--- src/rtl/mesh_seq_pkg.sv ---
// Shared types and helpers for the mesh job sequencer: FSM state encoding,
// default mesh geometry and the {row, col} preload address packing.
package mesh_seq_pkg;

    typedef enum logic [2:0] {
        IDLE  = 3'd0,
        LOAD  = 3'd1,
        FLUSH = 3'd2,
        START = 3'd3,
        RUN   = 3'd4,
        DONE  = 3'd5
    } seq_state_e;

    localparam int MESH_ROWS = 16;
    localparam int MESH_COLS = 4;
    localparam int NUM_W     = MESH_ROWS * MESH_COLS;

    // Weights arrive row-major; the mesh preload port wants {row, col}.
    function automatic int pack_addr(input int idx, input int cols, input int col_w);
        return ((idx / cols) << col_w) | (idx % cols);
    endfunction

endpackage

--- src/rtl/mesh_job_sequencer.sv ---
// Job-level controller for the systolic mesh: streams weights into the mesh
// preload port, pulses start, waits the compute window and hands back the result.
module mesh_job_sequencer
    import mesh_seq_pkg::*;
#(
    parameter int DW             = 8,
    parameter int ROWS           = MESH_ROWS,
    parameter int COLS           = MESH_COLS,
    parameter int ROW_W          = 4,
    parameter int COL_W          = 2,
    parameter int ACC_W          = 16,
    parameter int COMPUTE_CYCLES = 20,
    parameter int CNT_W          = 6
) (
    input  logic                     clk,
    input  logic                     rst,
    input  logic                     job_valid,
    output logic                     job_ready,
    input  logic                     job_skip_load,
    input  logic [COLS*DW-1:0]       job_x_flat,
    input  logic                     w_valid,
    output logic                     w_ready,
    input  logic [DW-1:0]            w_data,
    output logic                     preload_valid,
    output logic [ROW_W+COL_W-1:0]   preload_addr,
    output logic [DW-1:0]            preload_data,
    output logic                     start,
    output logic [COLS*DW-1:0]       x_vector_flat,
    input  logic [ROWS*ACC_W-1:0]    mesh_result_flat,
    output logic                     res_valid,
    input  logic                     res_ready,
    output logic [ROWS*ACC_W-1:0]    res_data,
    output logic                     busy
);

    localparam int ADDR_W  = ROW_W + COL_W;
    localparam int NUM_WTS = ROWS * COLS;

    localparam logic [CNT_W-1:0] LAST_W   = CNT_W'(NUM_WTS - 1);
    localparam logic [CNT_W-1:0] LAST_RUN = CNT_W'(COMPUTE_CYCLES - 1);

    seq_state_e                 state_q, state_d;
    logic [CNT_W-1:0]           cnt_q, cnt_d;
    logic                       loaded_q, loaded_d;
    logic [COLS*DW-1:0]         x_q, x_d;
    logic                       pv_q, pv_d;
    logic [ADDR_W-1:0]          paddr_q, paddr_d;
    logic [DW-1:0]              pdata_q, pdata_d;
    logic [ROWS*ACC_W-1:0]      res_q, res_d;

    // Handshake readies depend on state only; job_ready is also held low in reset.
    assign job_ready     = (state_q == IDLE) && !rst;
    assign w_ready       = (state_q == LOAD);
    assign start         = (state_q == START);
    assign res_valid     = (state_q == DONE);
    assign busy          = (state_q != IDLE);
    assign preload_valid = pv_q;
    assign preload_addr  = paddr_q;
    assign preload_data  = pdata_q;
    assign x_vector_flat = x_q;
    assign res_data      = res_q;

    always_comb begin
        // NOTE: every signal gets a default first so no path through the case infers a latch.
        state_d  = state_q;
        cnt_d    = cnt_q;
        loaded_d = loaded_q;
        x_d      = x_q;
        pv_d     = 1'b0;
        paddr_d  = paddr_q;
        pdata_d  = pdata_q;
        res_d    = res_q;

        unique case (state_q)
            IDLE: begin
                if (job_valid && job_ready) begin
                    x_d   = job_x_flat;
                    cnt_d = '0;
                    if (job_skip_load && loaded_q) begin
                        state_d = START;
                    end else begin
                        // Resident weights are being overwritten from here on.
                        loaded_d = 1'b0;
                        state_d  = LOAD;
                    end
                end
            end

            LOAD: begin
                if (w_valid) begin
                    pv_d    = 1'b1;
                    paddr_d = ADDR_W'(pack_addr(32'(cnt_q), COLS, COL_W));
                    pdata_d = w_data;
                    if (cnt_q == LAST_W) begin
                        cnt_d   = '0;
                        state_d = FLUSH;
                    end else begin
                        cnt_d = cnt_q + CNT_W'(1);
                    end
                end
            end

            FLUSH: begin
                loaded_d = 1'b1;
                state_d  = START;
            end

            START: begin
                cnt_d   = '0;
                state_d = RUN;
            end

            RUN: begin
                if (cnt_q == LAST_RUN) begin
                    res_d   = mesh_result_flat;
                    cnt_d   = '0;
                    state_d = DONE;
                end else begin
                    cnt_d = cnt_q + CNT_W'(1);
                end
            end

            DONE: begin
                if (res_ready) begin
                    state_d = IDLE;
                end
            end

            default: state_d = IDLE;
        endcase
    end

    always_ff @(posedge clk or posedge rst) begin
        if (rst) begin
            state_q  <= IDLE;
            cnt_q    <= '0;
            loaded_q <= 1'b0;
            x_q      <= '0;
            pv_q     <= 1'b0;
            paddr_q  <= '0;
            pdata_q  <= '0;
            res_q    <= '0;
        end else begin
            // NOTE: non-blocking assignments so every register samples pre-edge values.
            state_q  <= state_d;
            cnt_q    <= cnt_d;
            loaded_q <= loaded_d;
            x_q      <= x_d;
            pv_q     <= pv_d;
            paddr_q  <= paddr_d;
            pdata_q  <= pdata_d;
            res_q    <= res_d;
        end
    end

    a_start_single: assert property (@(posedge clk) disable iff (rst)
        start |=> !start);

    a_preload_follows_hs: assert property (@(posedge clk) disable iff (rst)
        (w_valid && w_ready) |=> preload_valid);

    a_res_stable: assert property (@(posedge clk) disable iff (rst)
        (res_valid && !res_ready) |=> (res_valid && $stable(res_data)));

    a_cnt_bound: assert property (@(posedge clk) disable iff (rst)
        (state_q == LOAD) |-> (cnt_q <= LAST_W));

endmodule
--- config.mk ---
export PLATFORM = sky130hd
export DESIGN_NAME = mesh_job_sequencer
export DESIGN_NICKNAME = d
export VERILOG_FILES = /design/src/rtl/mesh_seq_pkg.sv /design/src/rtl/mesh_job_sequencer.sv
export SDC_FILE = /design/constraint.sdc
export NUM_CORES = 1
export LEC_CHECK = 0
export CELL_PAD_IN_SITES_DETAIL_PLACEMENT = 1
export CELL_PAD_IN_SITES_GLOBAL_PLACEMENT = 1
export CORE_AREA = 2 2 238 240
export DETAILED_ROUTE_END_ITERATION = 8
export DIE_AREA = 0 0 240 242
export HOLD_SLACK_MARGIN = 0.06
export PLACE_DENSITY_LB_ADDON = 0.1
export SLEW_MARGIN = 0
export SYNTH_ARGS = -nofsm -noshare
export SYNTH_HDL_FRONTEND = slang
export SYNTH_SLANG_ARGS = --single-unit
--- constraint.sdc ---
create_clock -name clk -period 20.4 [get_ports clk]
set_input_delay 6.12 -clock clk [delete_from_list [all_inputs] [get_ports clk]]
set_output_delay 6.12 -clock clk [all_outputs]
set_load 0.1 [all_outputs]
# Word-level counts from Yosys, hierarchy flattened
# Cells that the tools add are included.
# op_classes
n_bitwise	1
eq_ne	13
n_addsub	1
n_reduce_logical	14
muxes	17
# ops
operator	count
6-bit 2-to-1 mux	4
6-bit one-hot mux with 4 select lines	1
3-bit one-hot mux with 6 select lines	1
3-bit 2-to-1 mux	5
6-bit by 1-bit adder with 6-bit output (second input constant)	1
3-bit by 2-bit == test with 1-bit output (second input constant)	2
3-bit == test (second input constant)	2
6-bit by 5-bit == test with 1-bit output (second input constant)	1
6-bit == test (second input constant)	1
2-bit by 1-bit inequality test with 1-bit output (second input constant)	3
2-bit inequality test (second input constant)	3
6-bit by 2-bit OR with 6-bit output	1
2-bit AND reduction	3
3-bit AND reduction	2
5-bit AND reduction	1
1-bit 2-to-1 mux	4
4-bit nonzero test	1
3-bit by 1-bit == test with 1-bit output (second input constant)	1
1-bit logical AND	3
3-bit zero test	1
3-bit nonzero test	1
2-bit 2-to-1 mux	1
1-bit one-hot mux with 2 select lines	1
2-bit nonzero test	1
1-bit zero test	1
# word_totals
out_inout_bits	308
word_cells	54
regBits	313
input_bits	302

# Longest topological paths before layout
# Gate-level depths: netlist (run 1).
# depth
word_depth	5
mapped_depth	8
ltp_nobuf	5

# Worst setup path after synthesis (run 1)
# Ideal clock, no wire load.
# synth_path
kind	input -> register
startpoint	input rst
endpoint	register x_q[10] (netlist: x_vector_flat[10])
setup_slack_ns	6.287
stages	4
setup_time_ns	0.125
n_path_buf	1
arrival_ns	13.988
path_cell_list	inv_1 nand3b_4 buf_6 mux2_4
# synth_via
elab_chain_cells	4
# synth_rtl
item	line	rtl
start: declaration	mesh_job_sequencer.sv:16	input logic rst,
1-bit zero test (no source line)	-	
1-bit logical AND	mesh_job_sequencer.sv:52	assign job_ready = (state_q == IDLE) && !rst;
1-bit logical AND	mesh_job_sequencer.sv:76	if (job_valid && job_ready) begin
2-bit AND reduction (no source line)	-	
end signal: assignment	mesh_job_sequencer.sv:138	x_q <= '0;
end signal: assignment	mesh_job_sequencer.sv:148	x_q <= x_d;
end: declaration	mesh_job_sequencer.sv:45	logic [COLS*DW-1:0] x_q, x_d;
# No other way between the ends.
# A chain may end at the register's enable or synchronous reset.

# Final worst setup path (run 1)
# layout_path
startpoint	input rst
endpoint	output job_ready
# layout_via
elab_chain_cells	2
# layout_rtl
item	line	rtl
1-bit zero test (no source line)	-	
1-bit logical AND	mesh_job_sequencer.sv:52	
end: declaration	mesh_job_sequencer.sv:18	output logic job_ready,
# No other way between the ends.

==> results of run 1 <==
[registers in the layout, indices dropped and copies added, names as in the netlist]
signal,cells
preload_data,8
res_data,256
cnt_q,6
x_vector_flat,32
state_q,3
preload_addr,6
preload_valid,1
loaded_q,1
[layout by cell type, fill, tap and decap left out, drive strengths merged, types with 3 or more instances in the layout]
| cell | instances |
|---|---|
| clkdlybuf4s50 | 609 |
| dfrtp | 313 |
| mux2 | 304 |
| clkbuf | 56 |
| nand2 | 10 |
| nor2 | 8 |
| o21ai | 8 |
| clkinv | 7 |
| buf | 7 |
| o211ai | 4 |
| bufinv | 4 |
| inv | 4 |
| diode | 3 |
| nand3 | 3 |
| a21oi | 3 |
[cells by family after synthesis]
group / Yosys count / share of synthesized area, %
adder cells (fa/ha/maj): 1 / 0.0956
multiplexers: 304 / 32.5
AO/OA/AOI/OAI: 27 / 1.47
buffers and inverters: 43 / 4.56
AND/OR/NAND/NOR: 34 / 1.53
flip-flops: 313 / 59.9
[stage by stage]
stage,util [%],area [sq um],hold WS (ps)
CTS,37.5,20900,487
global placement,35.2,19600,467
finish,37.5,20900,482
detailed placement,35.2,19600,475
global route,37.5,20900,498
floorplan,-,13100,465
[routing by layer]
metal	part of all wire (%)	vias up	GRT usage, %
li1	-	3787	-
met1	35	4364	16.1
met2	55	264	28.8
met3	7.2	63	4.49
met4	2.4	4	4.49
met5	0.060	-	0
[power breakdown]
group          switching, mW  total (mW)  internal (mW)
Sequential            0.0466       0.734          0.687
Combinational          0.577       0.808          0.231
Clock                  0.275       0.707          0.432
[final timing paths]
kind	slack, ps	cells past startpoint	end
min in group asynchronous	6100	2	x_vector_flat[0]
min	480	1	res_data[115]
max	6340	3	job_ready
max reg2reg	16310	7	res_data[66]
min reg2reg	480	1	res_data[115]
max in group asynchronous	11410	5	res_data[233]
[critical path: stages]
cell and delay [ps]:
clkdlybuf4s50_1 530, nor2_1 150, clkdlybuf4s50_1 1140
[area by class of cell]
class                   instances  area (sq um)  area share [%]
flip-flops and latches        313          7830            37.5
repair buffers                616          6160            29.5
multi-input cells             366          4660            22.3
clock buffers                  56          1120            5.37
well taps                     756           946            4.52
clock inverters                11           155           0.742
inverters                       4          22.5           0.108
diodes                          3          7.51          0.0359
==> impl_metrics.toml, run 1 <==
[global_route]
antenna_found_initial = 5
grt_pass1_wl_microns = 65700
track_usage_pct = 15.3
grt_overflow = 0
grt_pass1_vias = 9474
grt_max_degree = 136

[synthesis]
synth_top_area_share_pct = 59.9
synth_nets = 1025
yosys.cell_types.count = 38
ys.flop_type = "dfrtp_1"
synth_most_common_cell = "dfrtp_1"
synth_warnings = 0
synth_edf_count = 0
ys_seq_area_share_pct = 59.9
synth_common_cells = "dfrtp_1, mux2_4, mux2_1, buf_12, nand2_1"
syn_area_sq_mm = 0.0131
ys_top_cells_by_area = "dfrtp_1, mux2_4, mux2_1"
synth_cells = 722
avgSynthCellArea_sq_um = 18.1
ys_ff_latch = 313
synth_top_area_cell = "dfrtp_1"
synthArstFlopShare_pct = 100

[critical_path]
worstPathRequired_ps = 14280
end_kind = "output port"
crit_start = "rst"
path_max_fanout = 3
cp_data_arrival_time_ps = 7940
crit_path_start_kind = "input pin"
critPathKind = "input pin to output port"
r2r_start = "cnt_q[0]"

[sta]
fin_ws_ps = 6340
relSlewSlack_pct = 25.3
fmax_mhz = 71.1
tightest_slew_ps = 1120
fin_skew_ps = 15.4
setup_viol = 0
period_share_pct = 68.9
finalHoldViolCount = 0
tns_ps = 0
slew_violations = 0
min_period_ps = 14060
rsz0062_at_grt = "false"

[die]
die_area_sq_mm = 0.0581
die_h_microns = 242
core-area_sq_mm = 0.0557
ios = 610
die_x_microns = 240
initial_core_util_pct = 23.5
rows = 87

[power]
p_per_area_mw_per_mm2 = 108
leakage_nw = 9.30
report.power.total_mw = 2.25
ir_worst_vdd_v = 0.000122

[clock_tree]
htree_levels = 2
cts_setup_buffers = 0
path_clk_slew_ps = 60
cts-root-buf = "clkbuf_16"
cts_resized = 0
clock_sinks = 313
cts_hold_buf = 0
cts_tree = "yes"
clock_latency_ps = 550
clockBufferDepth = 3
numCtsBuffers = 41

[finish]
area_growth_syn_to_layout_pct = 59.8
fill_cells = 5776
drive_gt1_share_pct = 21.2
finalNonFillerCells = 2125
final_nets = 1645

[place]
dp_cells = 2055
gp_congestion = 0.744
pre_cts_ws_ps = 6330
port-buffer-count = 609
hpwl_microns = 33100

[drt]
drtIter0Drc = 294
ant_nets = 0
vias = 8482
routed_wl_microns = 44800
dr.pass1.iters = 4
drc = 0
vias_per_cell = 3.99
wire_per_inst_microns = 21.1

[hold_path]
hp-start = "res_data[115]"
holdCritPathClass = "flip-flop to flip-flop"

[flow_run]
drv_cap = 0

[outcome]
status = "completed"
(Power assumes the default switching activity.)
==> run 2: changes to the inputs <==
CORE_AREA = 2 2 239 241   (was 2 2 238 240)
DIE_AREA = 0 0 241 243   (was 0 0 240 242)
clock period = 12.91 ns   (was 20.4 ns; I/O delays follow)
==> impl_metrics.toml, run 2 (same netlist as run 1, synthesis figures left out) <==
[finish]
layout_common_cells = "clkdlybuf4s50_1, dfrtp_1, mux2_4"
area_growth_syn_to_layout_pct = 59.0
fill_cells = 5802
final_common_cell = "clkdlybuf4s50_1"
drive_gt1_share_pct = 20.9
largest_reg_flops = 256
post-route-util_pct = 37.2
final_nets = 1644

[clock_tree]
cts_resized = 0
numCtsBuffers = 40
clockBufferDepth = 3
cts_setup_buffers = 0
clock_latency_ps = 540
cts-root-buf = "clkbuf_16"
htree_levels = 2
path_clk_slew_ps = 50
cts_tree = "yes"
cts_hold_buf = 0
clock_sinks = 313

[critical_path]
worstPathRequired_ps = 9040
path_cells = "clkdlybuf4s50_1, nor2_1, clkdlybuf4s50_1"
cp_data_arrival_time_ps = 5710
critPathKind = "input pin to output port"
slowest_stage = "clkdlybuf4s50_1"
end_kind = "output port"
path_common_cell = "clkdlybuf4s50_1"
path_max_fanout = 3
crit_path_start_kind = "input pin"
slowest_delay_ps = 1140

[drt]
vias_per_cell = 4.03
routed_wl_microns = 46500
vias = 8550
drc = 0
ant_nets = 0
dr.pass1.iters = 4
wire_per_inst_microns = 21.9
drtIter0Drc = 300

[sta]
tightest_slew_ps = 1140
finalHoldViolCount = 0
fmax_mhz = 104
fin_skew_ps = 7.34
period_share_pct = 74.2
relSlewSlack_pct = 24.0
setup_viol = 0
slew_violations = 0
min_period_ps = 9580
tns_ps = 0
rsz0062_at_grt = "false"

[flow_run]
drv_cap = 0

[die]
die_area_sq_mm = 0.0586
core-area_sq_mm = 0.0560
ios = 610
die_x_microns = 241
die_h_microns = 243
initial_core_util_pct = 23.4
rows = 87

[power]
leakage_nw = 9.25
p_per_area_mw_per_mm2 = 168
ir_worst_vdd_v = 0.000168

[place]
hpwl_microns = 34400
port-buffer-count = 609
gp_congestion = 0.786

[global_route]
grt_max_degree = 115
track_usage_pct = 15.5
grt_pass1_vias = 9466
grt_overflow = 0
grt_pass1_wl_microns = 67100
antenna_found_initial = 5

[outcome]
status = "completed"

[hold_path]
holdCritPathClass = "flip-flop to flip-flop"
==> run 2: changes by cell type in the layout (fill, tap and decap cells not counted) <==
cell	delta
buf_4	+1
diode_2	-2
clkinv_2	-6
bufinv_16	-4
buf_12	-1
clkinvlp_4	+1
clkbuf_1	+2
clkbuf_8	+4
==> run 2: cell type report <==
| cell class | count | area, sq um | share of cell area [%] |
|---|---|---|---|
| sequential | 313 | 7830 | 37.6 |
| timing repair buffer | 616 | 6150 | 29.5 |
| multi-input combinational | 366 | 4660 | 22.4 |
| clock buffer | 62 | 1180 | 5.69 |
| tap | 756 | 946 | 4.55 |
| inverter | 4 | 22.5 | 0.108 |
| clock inverter | 2 | 12.5 | 0.0601 |
| antenna | 1 | 2.50 | 0.0120 |
==> run 2: path summary, 6_finish.rpt <==
kind	start	endpoint	slack (ps)	cells after the start
min	res_data[112]	res_data[112]	480	1
max in group asynchronous	rst	res_data[147]	6600	4
max reg2reg	cnt_q[0]	res_data[115]	8570	7
min in group asynchronous	rst	x_vector_flat[3]	3960	2
max	rst	job_ready	3330	3
min reg2reg	res_data[112]	res_data[112]	480	1
==> run 2: report_power, final <==
group / internal (mW) / switching (mW) / leakage [nW] / total, mW
sequential: 1.09 / 0.0765 / 4.27 / 1.16
combinational: 0.366 / 0.916 / 4.39 / 1.28
clock: 0.623 / 0.429 / 0.582 / 1.05
==> run 2: stage by stage <==
step | cell area, sq um | power [mW] | setup slack (ps) | std cells | hold WS [ps]
2_1_floorplan | 13100 | 2.09 | 311 | 722 | 465
3_3_place_gp | 19600 | 2.47 | 3340 | 2055 | 468
3_5_place_dp | 19600 | 2.47 | 3340 | 2055 | 474
4_1_cts | 20800 | 3.56 | 3330 | 2119 | 487
5_1_grt | 20800 | 3.65 | 3260 | 2119 | 489
6_report | 20800 | 3.50 | 3330 | 2120 | 481
==> run 2: layer usage <==
layer,wire [microns],up-vias,global-route usage [%]
met3,3170,61,4.32
met2,25700,253,29.5
met4,886,8,4.07
met1,16600,4437,16.6
met5,50,-,0
li1,-,3791,-
==> run 2: worst max-delay path: cells and delay by family <==
| family | cells | cell delay, ps |
|---|---|---|
| AND/OR/NAND/NOR | 1 | 160 |
| buffers and inverters | 2 | 1670 |
